===== config.mk =====
export PLATFORM = sky130hd
export DESIGN_NAME = repair_ctrl_ngroup_flat
export DESIGN_NICKNAME = d
export VERILOG_FILES = /design/src/rtl/repair_ctrl_ngroup_if.sv /design/src/rtl/repair_ctrl_ngroup.sv /design/src/flat_wrapper.sv
export SDC_FILE = /design/constraint.sdc
export NUM_CORES = 1
export LEC_CHECK = 0
export ABC_AREA = 1
export CAP_MARGIN = 30
export CORE_MARGIN = 2
export CORE_UTILIZATION = 45
export CTS_BUF_LIST = sky130_fd_sc_hd__clkbuf_4
export DETAILED_ROUTE_END_ITERATION = 10
export PLACE_DENSITY = 0.81
export SYNTH_ARGS = -nofsm -noshare
export SYNTH_HDL_FRONTEND = slang
export SYNTH_SLANG_ARGS = --single-unit

===== constraint.sdc =====
create_clock -name clk -period 1.7 [get_ports clk]
set_input_delay 0.17 -clock clk [delete_from_list [all_inputs] [get_ports clk]]
set_output_delay 0.17 -clock clk [all_outputs]
set_load 0.02 [all_outputs]

===== src/rtl/repair_ctrl_ngroup_if.sv =====
// Sideband/control bundle between the MBTRAIN REPAIR controller and its environment.
// Ports: i_* are environment-driven (enable, local mask, received sideband message/mask/strobe, busy-fall pulse);
//        o_* are controller-driven (outgoing message strobe/code/mask, latched remote mask, ack, timeout).
interface repair_ctrl_ngroup_if #(
  parameter int NUM_GROUPS = 2,
  parameter int MSG_W      = 4
);
  logic                  i_en;
  logic [NUM_GROUPS-1:0] i_lanes_functional;
  logic [MSG_W-1:0]      i_sideband_message;
  logic [NUM_GROUPS-1:0] i_sideband_data_lanes_encoding;
  logic                  i_sideband_valid;
  logic                  i_falling_edge_busy;

  logic                  o_valid;
  logic [MSG_W-1:0]      o_sideband_message;
  logic [NUM_GROUPS-1:0] o_sideband_data_lanes_encoding;
  logic [NUM_GROUPS-1:0] o_remote_partner_lanes_result;
  logic                  o_test_ack;
  logic                  o_timeout;

  // Environment / sideband side.
  modport master (
    output i_en, i_lanes_functional, i_sideband_message,
           i_sideband_data_lanes_encoding, i_sideband_valid, i_falling_edge_busy,
    input  o_valid, o_sideband_message, o_sideband_data_lanes_encoding,
           o_remote_partner_lanes_result, o_test_ack, o_timeout
  );

  // Repair controller side.
  modport slave (
    input  i_en, i_lanes_functional, i_sideband_message,
           i_sideband_data_lanes_encoding, i_sideband_valid, i_falling_edge_busy,
    output o_valid, o_sideband_message, o_sideband_data_lanes_encoding,
           o_remote_partner_lanes_result, o_test_ack, o_timeout
  );
endinterface


===== src/rtl/repair_ctrl_ngroup.sv =====
// MBTRAIN REPAIR handshake controller: local requester FSM plus remote responder sharing one sideband port.
// Ports: clk, rst_n (async active-low), bus (slave modport): enable, masks, sideband rx/tx, busy-fall, ack, timeout.
// One message issues per cycle when nothing is in flight (or busy falls that cycle); responses beat requests.
module repair_ctrl_ngroup #(
  parameter int NUM_GROUPS     = 2,
  parameter int TIMEOUT_CYCLES = 1000,
  parameter int MSG_W          = 4
) (
  input  logic                 clk,
  input  logic                 rst_n,
  repair_ctrl_ngroup_if.slave  bus
);

  localparam logic [MSG_W-1:0] M_START_REQ    = MSG_W'(1);
  localparam logic [MSG_W-1:0] M_START_RESP   = MSG_W'(2);
  localparam logic [MSG_W-1:0] M_DEGRADE_REQ  = MSG_W'(3);
  localparam logic [MSG_W-1:0] M_DEGRADE_RESP = MSG_W'(4);
  localparam logic [MSG_W-1:0] M_END_REQ      = MSG_W'(5);
  localparam logic [MSG_W-1:0] M_END_RESP     = MSG_W'(6);

  localparam int TW = $clog2(TIMEOUT_CYCLES + 1);

  typedef enum logic [3:0] {
    S_IDLE, S_SEND_START, S_WAIT_START, S_SEND_DEG, S_WAIT_DEG,
    S_SEND_END, S_WAIT_END, S_TX_DONE, S_TIMEOUT
  } state_t;

  state_t                state_q, state_d;
  logic [NUM_GROUPS-1:0] local_q, local_d;
  logic [NUM_GROUPS-1:0] remote_q, remote_d;
  logic                  start_pend_q, deg_pend_q, end_pend_q;
  logic                  start_pend_d, deg_pend_d, end_pend_d;
  logic                  rx_done_q, rx_done_d;
  logic                  in_flight_q, in_flight_d;
  logic [TW-1:0]         timer_q, timer_d;
  logic                  valid_q;
  logic [MSG_W-1:0]      msg_q;
  logic [NUM_GROUPS-1:0] enc_q;

  // Received message decode.
  logic rx_start_req, rx_deg_req, rx_end_req;
  logic rx_start_resp, rx_deg_resp, rx_end_resp;
  always_comb begin
    rx_start_req  = bus.i_sideband_valid && (bus.i_sideband_message == M_START_REQ);
    rx_start_resp = bus.i_sideband_valid && (bus.i_sideband_message == M_START_RESP);
    rx_deg_req    = bus.i_sideband_valid && (bus.i_sideband_message == M_DEGRADE_REQ);
    rx_deg_resp   = bus.i_sideband_valid && (bus.i_sideband_message == M_DEGRADE_RESP);
    rx_end_req    = bus.i_sideband_valid && (bus.i_sideband_message == M_END_REQ);
    rx_end_resp   = bus.i_sideband_valid && (bus.i_sideband_message == M_END_RESP);
  end

  // A request arriving this cycle already competes in arbitration, so a remote REQ
  // colliding with a ready local request gets its response out first.
  logic start_pend_eff, deg_pend_eff, end_pend_eff;
  assign start_pend_eff = start_pend_q | rx_start_req;
  assign deg_pend_eff   = deg_pend_q   | rx_deg_req;
  assign end_pend_eff   = end_pend_q   | rx_end_req;

  // Local request currently offered by the TX FSM.
  logic                  tx_req;
  logic [MSG_W-1:0]      tx_msg;
  logic [NUM_GROUPS-1:0] tx_enc;
  always_comb begin
    tx_req = 1'b0;
    tx_msg = '0;
    tx_enc = '0;
    case (state_q)
      S_SEND_START: begin tx_req = 1'b1; tx_msg = M_START_REQ; end
      S_SEND_DEG:   begin tx_req = 1'b1; tx_msg = M_DEGRADE_REQ; tx_enc = local_q; end
      S_SEND_END:   begin tx_req = 1'b1; tx_msg = M_END_REQ; end
      default:      ;
    endcase
  end

  // Issue arbitration: busy falling in the same cycle frees the port immediately.
  logic                  can_issue, issue;
  logic                  iss_start, iss_deg, iss_end, iss_tx;
  logic [MSG_W-1:0]      issue_msg;
  logic [NUM_GROUPS-1:0] issue_enc;
  always_comb begin
    can_issue = bus.i_en && (state_q != S_TIMEOUT) &&
                (!in_flight_q || bus.i_falling_edge_busy);
    issue     = 1'b0;
    iss_start = 1'b0;
    iss_deg   = 1'b0;
    iss_end   = 1'b0;
    iss_tx    = 1'b0;
    issue_msg = '0;
    issue_enc = '0;
    if (can_issue) begin
      if (start_pend_eff) begin
        issue = 1'b1; iss_start = 1'b1; issue_msg = M_START_RESP;
      end else if (deg_pend_eff) begin
        issue = 1'b1; iss_deg = 1'b1; issue_msg = M_DEGRADE_RESP;
      end else if (end_pend_eff) begin
        issue = 1'b1; iss_end = 1'b1; issue_msg = M_END_RESP;
      end else if (tx_req) begin
        issue = 1'b1; iss_tx = 1'b1; issue_msg = tx_msg; issue_enc = tx_enc;
      end
    end
  end

  // TX FSM next state.
  logic timer_hit;
  assign timer_hit = (timer_q == TW'(TIMEOUT_CYCLES - 1));

  always_comb begin
    state_d = state_q;
    case (state_q)
      S_IDLE:       state_d = S_SEND_START;
      S_SEND_START: if (iss_tx) state_d = S_WAIT_START;
      S_WAIT_START: if (rx_start_resp) state_d = S_SEND_DEG;
                    else if (timer_hit) state_d = S_TIMEOUT;
      S_SEND_DEG:   if (iss_tx) state_d = S_WAIT_DEG;
      S_WAIT_DEG:   if (rx_deg_resp) state_d = S_SEND_END;
                    else if (timer_hit) state_d = S_TIMEOUT;
      S_SEND_END:   if (iss_tx) state_d = S_WAIT_END;
      S_WAIT_END:   if (rx_end_resp) state_d = S_TX_DONE;
                    else if (timer_hit) state_d = S_TIMEOUT;
      S_TX_DONE:    state_d = S_TX_DONE;
      S_TIMEOUT:    state_d = S_TIMEOUT;
      default:      state_d = S_IDLE;
    endcase
    if (!bus.i_en) state_d = S_IDLE;
  end

  always_ff @(posedge clk or negedge rst_n) begin
    if (!rst_n) state_q <= S_IDLE;
    else        state_q <= state_d;
  end

  // Datapath next values.
  logic in_wait;
  always_comb begin
    in_wait  = (state_q == S_WAIT_START) || (state_q == S_WAIT_DEG) || (state_q == S_WAIT_END);
    timer_d  = '0;
    if ((state_d == state_q) && in_wait) timer_d = timer_q + 1'b1;

    // A REQ seen in the cycle its earlier copy is answered re-arms the flag,
    // so the duplicate gets its own response.
    start_pend_d = (start_pend_q & ~iss_start) | (rx_start_req & ~(iss_start & ~start_pend_q));
    deg_pend_d   = (deg_pend_q   & ~iss_deg)   | (rx_deg_req   & ~(iss_deg   & ~deg_pend_q));
    end_pend_d   = (end_pend_q   & ~iss_end)   | (rx_end_req   & ~(iss_end   & ~end_pend_q));

    rx_done_d   = rx_done_q | iss_end;
    in_flight_d = issue ? 1'b1 : (bus.i_falling_edge_busy ? 1'b0 : in_flight_q);
    local_d     = (state_q == S_IDLE) ? bus.i_lanes_functional : local_q;
    remote_d    = rx_deg_req ? bus.i_sideband_data_lanes_encoding : remote_q;
  end

  always_ff @(posedge clk or negedge rst_n) begin
    if (!rst_n) begin
      local_q      <= '0;
      remote_q     <= '0;
      start_pend_q <= 1'b0;
      deg_pend_q   <= 1'b0;
      end_pend_q   <= 1'b0;
      rx_done_q    <= 1'b0;
      in_flight_q  <= 1'b0;
      timer_q      <= '0;
      valid_q      <= 1'b0;
      msg_q        <= '0;
      enc_q        <= '0;
    end else if (!bus.i_en) begin
      local_q      <= '0;
      remote_q     <= '0;
      start_pend_q <= 1'b0;
      deg_pend_q   <= 1'b0;
      end_pend_q   <= 1'b0;
      rx_done_q    <= 1'b0;
      in_flight_q  <= 1'b0;
      timer_q      <= '0;
      valid_q      <= 1'b0;
      msg_q        <= '0;
      enc_q        <= '0;
    end else begin
      local_q      <= local_d;
      remote_q     <= remote_d;
      start_pend_q <= start_pend_d;
      deg_pend_q   <= deg_pend_d;
      end_pend_q   <= end_pend_d;
      rx_done_q    <= rx_done_d;
      in_flight_q  <= in_flight_d;
      timer_q      <= timer_d;
      valid_q      <= issue;
      msg_q        <= issue_msg;
      enc_q        <= issue_enc;
    end
  end

  assign bus.o_valid                        = valid_q;
  assign bus.o_sideband_message             = msg_q;
  assign bus.o_sideband_data_lanes_encoding = enc_q;
  assign bus.o_remote_partner_lanes_result  = remote_q;
  assign bus.o_test_ack                     = (state_q == S_TX_DONE) && rx_done_q;
  assign bus.o_timeout                      = (state_q == S_TIMEOUT);

endmodule


===== src/flat_wrapper.sv =====
// flat-port wrapper written by rule: the top's interface ports become plain ports
module repair_ctrl_ngroup_flat 
#(
  parameter int NUM_GROUPS     = 2,
  parameter int TIMEOUT_CYCLES = 1000,
  parameter int MSG_W          = 4
)
  (clk, rst_n, bus_i_en, bus_i_lanes_functional, bus_i_sideband_message, bus_i_sideband_data_lanes_encoding, bus_i_sideband_valid, bus_i_falling_edge_busy, bus_o_valid, bus_o_sideband_message, bus_o_sideband_data_lanes_encoding, bus_o_remote_partner_lanes_result, bus_o_test_ack, bus_o_timeout);
  repair_ctrl_ngroup_if #(.NUM_GROUPS(NUM_GROUPS), .MSG_W(MSG_W)) bus_i ();
  input  logic clk;
  input  logic rst_n;
  input wire logic [$bits(bus_i.i_en)-1:0] bus_i_en;
  input wire logic [$bits(bus_i.i_lanes_functional)-1:0] bus_i_lanes_functional;
  input wire logic [$bits(bus_i.i_sideband_message)-1:0] bus_i_sideband_message;
  input wire logic [$bits(bus_i.i_sideband_data_lanes_encoding)-1:0] bus_i_sideband_data_lanes_encoding;
  input wire logic [$bits(bus_i.i_sideband_valid)-1:0] bus_i_sideband_valid;
  input wire logic [$bits(bus_i.i_falling_edge_busy)-1:0] bus_i_falling_edge_busy;
  output wire logic [$bits(bus_i.o_valid)-1:0] bus_o_valid;
  output wire logic [$bits(bus_i.o_sideband_message)-1:0] bus_o_sideband_message;
  output wire logic [$bits(bus_i.o_sideband_data_lanes_encoding)-1:0] bus_o_sideband_data_lanes_encoding;
  output wire logic [$bits(bus_i.o_remote_partner_lanes_result)-1:0] bus_o_remote_partner_lanes_result;
  output wire logic [$bits(bus_i.o_test_ack)-1:0] bus_o_test_ack;
  output wire logic [$bits(bus_i.o_timeout)-1:0] bus_o_timeout;
  assign bus_i.i_en = bus_i_en;
  assign bus_i.i_lanes_functional = bus_i_lanes_functional;
  assign bus_i.i_sideband_message = bus_i_sideband_message;
  assign bus_i.i_sideband_data_lanes_encoding = bus_i_sideband_data_lanes_encoding;
  assign bus_i.i_sideband_valid = bus_i_sideband_valid;
  assign bus_i.i_falling_edge_busy = bus_i_falling_edge_busy;
  assign bus_o_valid = bus_i.o_valid;
  assign bus_o_sideband_message = bus_i.o_sideband_message;
  assign bus_o_sideband_data_lanes_encoding = bus_i.o_sideband_data_lanes_encoding;
  assign bus_o_remote_partner_lanes_result = bus_i.o_remote_partner_lanes_result;
  assign bus_o_test_ack = bus_i.o_test_ack;
  assign bus_o_timeout = bus_i.o_timeout;
  repair_ctrl_ngroup #(.NUM_GROUPS(NUM_GROUPS), .TIMEOUT_CYCLES(TIMEOUT_CYCLES), .MSG_W(MSG_W)) u_core (.clk(clk), .rst_n(rst_n), .bus(bus_i));
endmodule

* Yosys cells after proc, flatten, opt, wreduce, memory -nomap -nowiden
Index checks and enable logic that the tools add are counted.
** Cells by class
- Add/subtract/negate cells :: 1
- Multiplexer cells :: 56
- Reduce and logical (&&, ||, !) cells :: 16
- Bitwise gates (word level) :: 25
- Equal/unequal tests :: 20
** Operator list (count)
- 2-to-1 mux 4 bit :: 13
- one-hot mux 4 bit (9 select lines) :: 1
- equality test 4 x 3 -> 1 bit, second input constant :: 7
- 2-to-1 mux 1 bit :: 27
- 2-to-1 mux 2 bit :: 11
- 2-to-1 mux 10 bit :: 2
- equality test 4 x 2 -> 1 bit, second input constant :: 4
- adder 10 x 1 -> 10 bit, second input constant :: 1
- equality test 10 bit, second input constant :: 1
- logical AND 1 bit :: 10
- bitwise AND 1 bit :: 9
- NOT 1 bit :: 9
- one-hot mux 3 bit (3 select lines) :: 1
- equality test 4 x 1 -> 1 bit, second input constant :: 2
- OR 1 bit :: 7
- equality test 4 bit :: 1
- equality test 4 bit, second input constant :: 1
- zero test 4 bit :: 1
- inequality test 2 x 1 -> 1 bit, second input constant :: 2
- inequality test 4 bit, second input constant :: 1
- logical OR 1 bit :: 3
- 2-to-1 mux 3 bit :: 1
- inequality test 3 x 1 -> 1 bit, second input constant :: 1
- OR reduction 3 bit :: 1
- zero test 1 bit :: 1
** Storage, ports and cells
- Output and inout bits :: 11
- Logic and storage cells :: 130
- Register bits :: 30
- Input bits :: 13

* Logic depth before layout (Yosys ltp)
Gate-level depths: netlist of the first run.
- Depth in word-level cells :: 15
- Depth in mapped cells :: 14
- Gate-level depth less buffers :: 14

* Worst setup path after synthesis of the first run
No wires, ideal clock.
- Path kind :: register to register
- From :: register u_core.timer_q[0]
- To :: register u_core.timer_q[0]
- Data arrival time :: 1.602 ns
- Path slack :: 0.028 ns
- Buffers on the path :: 0
- Stages on the path, launching flop included :: 15
- Required time :: 1.630 ns
- Period minus slack after synthesis :: 1.672 ns
- Path through :: dfrtp_1 -> ha_1 -> nand2_1 -> nor2_1 -> nand2_1 -> nand2_1 -> a21boi_0 -> nor2_1 -> nand2_1 -> nand2_1 -> nand2_1 -> nand2_1 -> nor2_2 -> nand2_4 -> nor2_2
** On the way
- Word-level cells in the longest chain between the ends :: 9
- Elaborated cells between the ends (all ways) :: 12
- Those cells by class :: add/sub (1); eq/ne (2); mux (8); reduce/logical (1)
** Ends and longest elaborated chain
- from (decl) :: RTL line repair_ctrl_ngroup.sv:35 : logic [TW-1:0] timer_q, timer_d;
- from (signal assigned) :: RTL line repair_ctrl_ngroup.sv:184 : timer_q <= timer_d;
- equality test 10 bit :: RTL line repair_ctrl_ngroup.sv:105 : assign timer_hit = (timer_q == TW'(TIMEOUT_CYCLES - 1));
- 2-to-1 mux 4 bit :: RTL line repair_ctrl_ngroup.sv:113, repair_ctrl_ngroup.sv:116, repair_ctrl_ngroup.sv:119
- 2-to-1 mux 4 bit, on equally long branches :: RTL line repair_ctrl_ngroup.sv:118, repair_ctrl_ngroup.sv:112, repair_ctrl_ngroup.sv:115
- one-hot mux 4 bit (9 select lines) :: RTL line repair_ctrl_ngroup.sv:109 : case (state_q)
- 2-to-1 mux 4 bit :: RTL line repair_ctrl_ngroup.sv:124 : if (!bus.i_en) state_d = S_IDLE;
- equality test 4 bit :: RTL line repair_ctrl_ngroup.sv:137 : if ((state_d == state_q) && in_wait) timer_d = timer_q + 1'b1;
- logical AND 1 bit :: RTL line repair_ctrl_ngroup.sv:137
- 2-to-1 mux 10 bit (*) :: RTL line repair_ctrl_ngroup.sv:137
- 2-to-1 mux 10 bit (*) :: RTL line repair_ctrl_ngroup.sv:164 : end else if (!bus.i_en) begin
Mark *: on every way between the ends. The rest lies on a longest branch, timed or not.
A chain may end at the register's enable or synchronous reset.

* Worst setup path in the final report of the first run
- From :: register u_core.state_q[1]
- To :: register u_core.timer_q[9]
** On the way
- Word-level cells in the longest chain between the ends :: 15
- Elaborated cells between the ends (all ways) :: 34
- Those cells by class :: eq/ne (10); mux (17); reduce/logical (7)
** Ends and longest elaborated chain
- from (decl) :: RTL line repair_ctrl_ngroup.sv:28 : state_t state_q, state_d;
- from (signal assigned) :: RTL line repair_ctrl_ngroup.sv:129 : else state_q <= state_d;
- equality test 4 x 1 -> 1 bit (tied with other cells) :: RTL line repair_ctrl_ngroup.sv:67, repair_ctrl_ngroup.sv:109
- OR reduction 3 bit (no line)
- 2-to-1 mux 1 bit :: RTL line repair_ctrl_ngroup.sv:67 : case (state_q)
- 2-to-1 mux 1 bit :: RTL line repair_ctrl_ngroup.sv:97 : end else if (tx_req) begin
- 2-to-1 mux 1 bit :: RTL line repair_ctrl_ngroup.sv:95 : end else if (end_pend_eff) begin
- 2-to-1 mux 1 bit :: RTL line repair_ctrl_ngroup.sv:93 : end else if (deg_pend_eff) begin
- 2-to-1 mux 1 bit :: RTL line repair_ctrl_ngroup.sv:91 : if (start_pend_eff) begin
- 2-to-1 mux 1 bit :: RTL line repair_ctrl_ngroup.sv:90 : if (can_issue) begin
- 2-to-1 mux 4 bit, on equally long branches :: RTL line repair_ctrl_ngroup.sv:117, repair_ctrl_ngroup.sv:111, repair_ctrl_ngroup.sv:114
- one-hot mux 4 bit (9 select lines) :: RTL line repair_ctrl_ngroup.sv:109
- 2-to-1 mux 4 bit :: RTL line repair_ctrl_ngroup.sv:124
- equality test 4 bit :: RTL line repair_ctrl_ngroup.sv:137
- logical AND 1 bit (*) :: RTL line repair_ctrl_ngroup.sv:137
- 2-to-1 mux 10 bit (*) :: RTL line repair_ctrl_ngroup.sv:137
- 2-to-1 mux 10 bit (*) :: RTL line repair_ctrl_ngroup.sv:164
Marks and branches as above.

==> results of run 1 <==
[critical path: stages (launching register included)]
cell     delay, ns
dfrtp_2       0.46
inv_2         0.14
nand2_2       0.11
nor2_4        0.17
nand2_1       0.10
o21ai_1       0.15
a21oi_1       0.11
nand3_1       0.12
nand2_2       0.09
a21oi_4       0.24
nand2_4       0.13
nor2_2        0.10
[cell usage in the layout (no fill, tap or decap), types with 5 or more instances in the layout]
cell type and count:
a21oi_1 8, nand3_2 5, nor2_1 18, nand2_2 16, dfrtp_1 26, buf_6 6
nand3_1 14, clkdlybuf4s50_1 20, clkbuf_4 5, inv_1 34, inv_2 5, nand2_4 7
nand2_1 34, buf_4 46, nor2_4 11, nor2_2 16, o21ai_0 9
[power groups by stage]
stage	Sequential [W]	Clock (W)	Combinational (W)
2_1_floorplan	0.000739	0	0.000115
3_3_place_gp	0.000729	0	0.000244
3_5_place_dp	0.000731	0	0.000251
4_1_cts	0.000717	0.000400	0.000265
5_1_grt	0.000723	0.000434	0.000342
6_report	0.000721	0.000402	0.000317
[registers in the layout, summed over array words and instances (netlist names)]
signal	count
u_core.bus.o_remote_partner_lanes_result	2
u_core.bus.o_sideband_data_lanes_encoding	2
u_core.bus.o_sideband_message	3
u_core.bus.o_valid	1
u_core.deg_pend_q	1
u_core.end_pend_q	1
u_core.in_flight_q	1
u_core.local_q	2
u_core.rx_done_q	1
u_core.start_pend_q	1
u_core.state_q	4
u_core.timer_q	10
[what timing repair did]
action / CTS / global route
cloned: 1 / 0
endpoints found under the setup margin: 12 / 13
resized for setup: 27 / 45
pin swaps: 12 / 14
setup buffers: 6 / 9
[cell type report]
type	count	area (um^2)
Sequential cell	29	729
Fill cell	286	1050
Clock buffer	5	37.5
Tap cell	48	60.1
Multi-Input combinational cell	167	1050
Clock inverter	3	12.5
Timing Repair Buffer	74	623
Inverter	41	161
[routing by layer]
metal  global-route usage [%]  up-vias  part of all wire (%)
met5                        0        -                     0
met4                     8.67        0                   4.4
met3                     5.74       29                   5.9
met2                     38.4       83                    51
met1                     27.8      926                    39
li1                         -      905                     -
[worst max-delay path by stage]
stage | startpoint | slack [ns] | endpoint
after CTS | u_core.timer_q[1] | -0.12 | u_core.timer_q[8]
after global placement | bus_i_sideband_message[3] | -0.29 | u_core.timer_q[2]
after global routing | u_core.state_q[1] | -0.35 | u_core.timer_q[9]
after floorplan | u_core.timer_q[0] | 0.03 | u_core.timer_q[0]
after detailed placement | bus_i_sideband_message[2] | -0.34 | u_core.timer_q[4]
final | u_core.state_q[1] | -0.28 | u_core.timer_q[9]
[per-stage QoR]
stage,util (%),hold slack (ns),power [W],cell area (um^2)
after CTS,66.0,0.212,0.00138,2450
after global routing,71.9,0.244,0.00150,2670
final,71.9,0.203,0.00144,2670
after global placement,61.9,0.475,0.000974,2300
after floorplan,-,-0.126,0.000854,1760
after detailed placement,61.9,0.506,0.000982,2300
[logic make-up (layout without fill, tap and decap cells)]
group	after synthesis	in the layout	synth area share, %
buffers and inverters	43	123	9.80
other	1	1	0.213
AND/OR/NAND/NOR	134	135	37.4
AO/OA/AOI/OAI	26	26	8.74
flip-flops	29	29	41.2
XOR/XNOR	4	4	1.99
adder cells (fa/ha/maj)	1	1	0.710
==> metrics, run 1 <==
TritonCTS buffer count=5; r2r worst-path depth=11; CTS tree=built; crit end category=register; largest cells by area after synthesis=dfrtp_1 (41%), nand2_1 (11%), inv_1 (7.7%); clock slew at reported path FFs=0.10 ns; Seq/Total Area, Yosys=41.2%; failing checks=negative setup slack; power share of the clock group=27.9%; Hold Buf Count CTS=0; CTS H-tree lvls=2; Fin. Hold Viols=0; most common cell in the netlist=nand2_1; Critical Path Fanout Max=5; First-pass DRT Iterations=4; setup slack, reg-to-reg=-0.28 ns; Die W=66.6 um; CP arrival=2.25 ns; critical setup path kind=register to register; net count after synthesis=252; RSZ-0062 raised after global routing=true; worst path required time=1.97 ns; first-pass GRT wire length=7570 um; Synth warnings=0; Worst Clk Skew=0.00806 ns; Ant. Diodes=0; post-synthesis cell area=1760 um^2; Seq cells post-synth=29; switching pwr=0.000442 W; # DRC=0; Internal Pwr Total=0.000998 W; detailed placer's ending HPWL=3340 um; worst min path class=primary input to async pin; pin count of the biggest net entering global routing=30; sw frac=30.7%; routability-driven placement congestion ratio=0.947; chip height=66.6 um; MaxCap Viol Count=0; Setup WS pre-CTS=-0.337 ns; Yosys cell types=31; antenna violations before repair=0; Commonest cells post-synth=nand2_1 (50), inv_1 (36), dfrtp_1 (29), nor2_1 (27), nand3_1 (16); vias in the first global route=1,742; synthesized area per cell=7.40 um^2; area delta synth->final=51.6%; Comb pwr share=22.0%; Critical R2R Launch=u_core.state_q[1]; DR vias=1,943; reg2reg end=u_core.timer_q[9]; Tmin final=1.98 ns; total global routing overflow=0; Die ar.=4430 um^2; core area=3720 um^2; Final ANT Viol Nets=0; max-slew violations=0; fmax=0.505 GHz; final setup TNS=-2.92 ns; layout cells sized above 1=42.0%; Flop pwr share=50.1%; power density over the cells=539 nW/um^2; GRT Util Overall=22.7%; Skew-Pair Late Insertion Delay=0.34 ns; Post-synth EDFFs=0; Async S/R FF share, synth=100%; I/O Pins=24; placed cells=343; CTS Buffer Depth=2; ys flop type=dfrtp_1; root buf cell=clkbuf_4; Yosys top cell area share=41.2%; setup violation total in the final timing report=12; Leak=1.28 nW; Worst VDD drop=300 uV; Final period util=117%; Worst setup SP type=register; outcome=finished with violations; Initial Utilization=47.4%; Vias/cell=5.29; Finished Layout Cells=367; drt total wl=5450 um; wire per inst=14.9 um; Row Count=22; IO Port Bufs=22; DR iter-0 viols=152; largest area contributor in the netlist=dfrtp_1; final worst slack=-0.282 ns; NumNets Final=332; Syn Inst Count=238; CTS sink cnt=29
Note: power is estimated with default switching activity, not from simulation.
==> run 2: changes to the inputs <==
- ABC_AREA: 1 -> 0
- CORE_UTILIZATION: 45 -> 49
- CTS_BUF_LIST: sky130_fd_sc_hd__clkbuf_4 -> default
- PLACE_DENSITY: 0.81 -> 0.87
==> run 2 against run 1 <==
Against the previous run:
- the run now ends clean
- hold slack worse by 0.0015 ns
- critical path depth down 8
- maximum frequency up 19%
- register-to-register slack better by 0.32 ns
- sequential power up 10%
- largest power group unchanged
- non-clock buffer count down 12
==> metrics, run 2 <==
outcome=completed; Ant. Diodes=0; ys flop type=dfrtp_1; Synth warnings=0; DR vias=1,629; largest area contributor in the netlist=dfrtp_1; TritonCTS buffer count=5; sw frac=32.6%; critical setup path kind=register to register; most frequent cells in the layout=buf_4 (37), dfrtp_1 (28), nand2_1 (19); Internal Pwr Total=0.00144 W; NumNets Final=258; First-pass DRT Iterations=4; Fillers=226; root buf cell=clkbuf_4; Finished Layout Cells=291; area delta synth->final=46.0%; r2r worst-path depth=3; net count after synthesis=200; Die ar.=3940 um^2; routability-driven placement congestion ratio=0.868; GRT Util Overall=24.3%; Fin. Hold Viols=0; CP Cell Sequence=a2111o_1 > or4_4 > a31oi_1; Initial Utilization=50.7%; wire per inst=15.3 um; Row Count=21; antenna violations before repair=0; CP max stage delay=0.50 ns; Final period util=97.8%; RSZ-0062 raised after global routing=true; CP arrival=1.92 ns; Post-synth EDFFs=0; reg2reg end=u_core.state_q[1]; max reg flops=10; first-pass GRT wire length=7510 um; max-slew violations=0; worst min path class=primary input to async pin; layout cells sized above 1=30.6%; DR iter-0 viols=103; Leak=1.03 nW; Vias/cell=5.60; post-place instance area=2220 um^2; Yosys cell types=44; Most flops, register=u_core.timer_q; setup violation total in the final timing report=0; post-synthesis cell area=1690 um^2; Worst path slowest cell=or4_4; IO Port Bufs=22; chip height=62.7 um; Final Instance Area=2470 um^2; crit end category=register; Worst Clk Skew=0.0114 ns; most common cell in the netlist=dfrtp_1; detailed placer's ending HPWL=3120 um; Worst VDD drop=624 uV; Seq cells post-synth=29; drt total wl=4460 um; # DRC=0; Post-Synth Simple-Gate Area=28.4%; switching pwr=0.000698 W; xor and xnor area share after synthesis=4.15%; compound-cell area share of the yosys netlist=18.1%; Die W=62.7 um; CTS H-tree lvls=2; fmax=0.601 GHz; mux cell area share after synthesis=1.18%; power density over the cells=867 nW/um^2; Hold Buf Count CTS=0; Async S/R FF share, synth=100%; CTS Buffer Depth=2; Skew-Pair Late Insertion Delay=0.34 ns; setup slack, reg-to-reg=0.04 ns; Comb pwr share=34.9%; CTS tree=built; core area=3340 um^2; total global routing overflow=0; placed cells=278; Seq/Total Area, Yosys=42.9%; I/O Pins=24; pin count of the biggest net entering global routing=30; Yosys top cell area share=42.9%; MaxCap Viol Count=0; Flop pwr share=37.1%; largest cells by area after synthesis=dfrtp_1 (43%), nand2_1 (4.2%), a211oi_1 (3.6%); largest family of logic cells by synthesized area=simple AND/OR/NAND/NOR gates; worst path required time=1.96 ns; vias in the first global route=1,610; Tmin final=1.66 ns; Commonest cells post-synth=dfrtp_1 (29), nand2_1 (19), nand3_1 (10), nor2_1 (10), nor3_1 (10); Final ANT Viol Nets=0; Critical R2R Launch=u_core.deg_pend_q; Post-Synth Adder-Cell Area=0.740%; Critical Path Fanout Max=5; CTS sink cnt=29; Worst setup SP type=register; clock slew at reported path FFs=0.10 ns; synthesized area per cell=9.09 um^2; final core utilization=74.0%; power share of the clock group=28.0%; Syn Inst Count=186; most common cell after layout, fill and taps aside=buf_4
==> run 2: changes by cell type in the layout (fill, tap and decap cells not counted), moves of 9 or more <==
| cell | delta |
|---|---|
| inv_1 | -29 |
| nand2_2 | -16 |
| nor2_2 | -16 |
| nand2_1 | -15 |
| nor2_4 | -11 |
| buf_4 | -9 |
==> run 2: metrics by stage <==
stage	total power, W	worst slack (ns)	hold slack [ns]	setup TNS [ns]
2_1_floorplan	0.00116	0.00522	-0.126	0
3_3_place_gp	0.00144	-0.392	0.477	-6.11
3_5_place_dp	0.00146	-0.462	0.485	-6.84
4_1_cts	0.00208	-0.00340	0.208	-0.00340
5_1_grt	0.00226	-0.0165	0.217	-0.0361
6_report	0.00214	0.0372	0.201	0
==> run 2: worst max-delay path by stage <==
stage,from,to,slack [ns],cells past startpoint
floorplan,u_core.timer_q[0],u_core.timer_q[0],0.005,5
global placement,bus_i_sideband_valid,u_core.timer_q[1],-0.39,7
detailed placement,bus_i_sideband_message[2],u_core.bus.o_sideband_data_lanes_encoding[1],-0.46,5
CTS,bus_i_sideband_message[1],u_core.timer_q[0],-0.003,6
global route,u_core.deg_pend_q,u_core.state_q[1],-0.02,3
finish,u_core.deg_pend_q,u_core.state_q[1],0.04,3
==> run 2: metal layers <==
layer | GRT usage (%) | up-vias | wire length [um]
met3 | 5.41 | 12 | 281
li1 | - | 796 | -
met5 | 0 | - | 0
met1 | 33.8 | 755 | 2090
met4 | 12.5 | 0 | 125
met2 | 35.6 | 66 | 1960
==> run 2: cell families (layout without fill, tap and decap cells) <==
logic type,Yosys count,after routing
AOI/OAI and AO/OA,46,46
xor gates and xnor gates,8,8
adders and majority gates,1,1
buffers and inverters,16,75
DFF,29,29
muxes,2,2
other,1,1
and+or+nand+nor,83,83
==> run 2: repair_timing <==
action | in CTS | in global routing
resized for setup | 15 | 27
endpoints found under the setup margin | 15 | 19
pin swaps | 2 | 5
setup buffers | 2 | 3
==> run 2: final cells by class <==
class                   instances  area [um^2]  share of cell area, %
repair buffers                 62          542                   21.9
well taps                      46         57.6                   2.33
clock buffers                   7         55.1                   2.23
inverters                       5         18.8                  0.760
clock inverters                 1         30.0                   1.22
multi-input cells             141         1040                   42.1
flip-flops and latches         29          727                   29.4
==> run 2: power groups by stage <==
stage	clock [W]	combinational, W	sequential, W
4_1_cts	0.000608	0.000681	0.000786
3_3_place_gp	0	0.000647	0.000798
5_1_grt	0.000646	0.000815	0.000800
3_5_place_dp	0	0.000664	0.000801
6_report	0.000599	0.000747	0.000794
2_1_floorplan	0	0.000356	0.000807
==> run 2: critical path: cells and delay by family (launching register included) <==
kind	cells	cell delay, ns
AND/OR/NAND/NOR	1	0.50
AO/OA/AOI/OAI	2	0.66
flip-flops	1	0.42
==> run 3: changes to the inputs <==
- CAP_MARGIN: 30 -> default
==> results of run 3 <==
The final DEF is identical to that of run 2; final timing and power are the same.
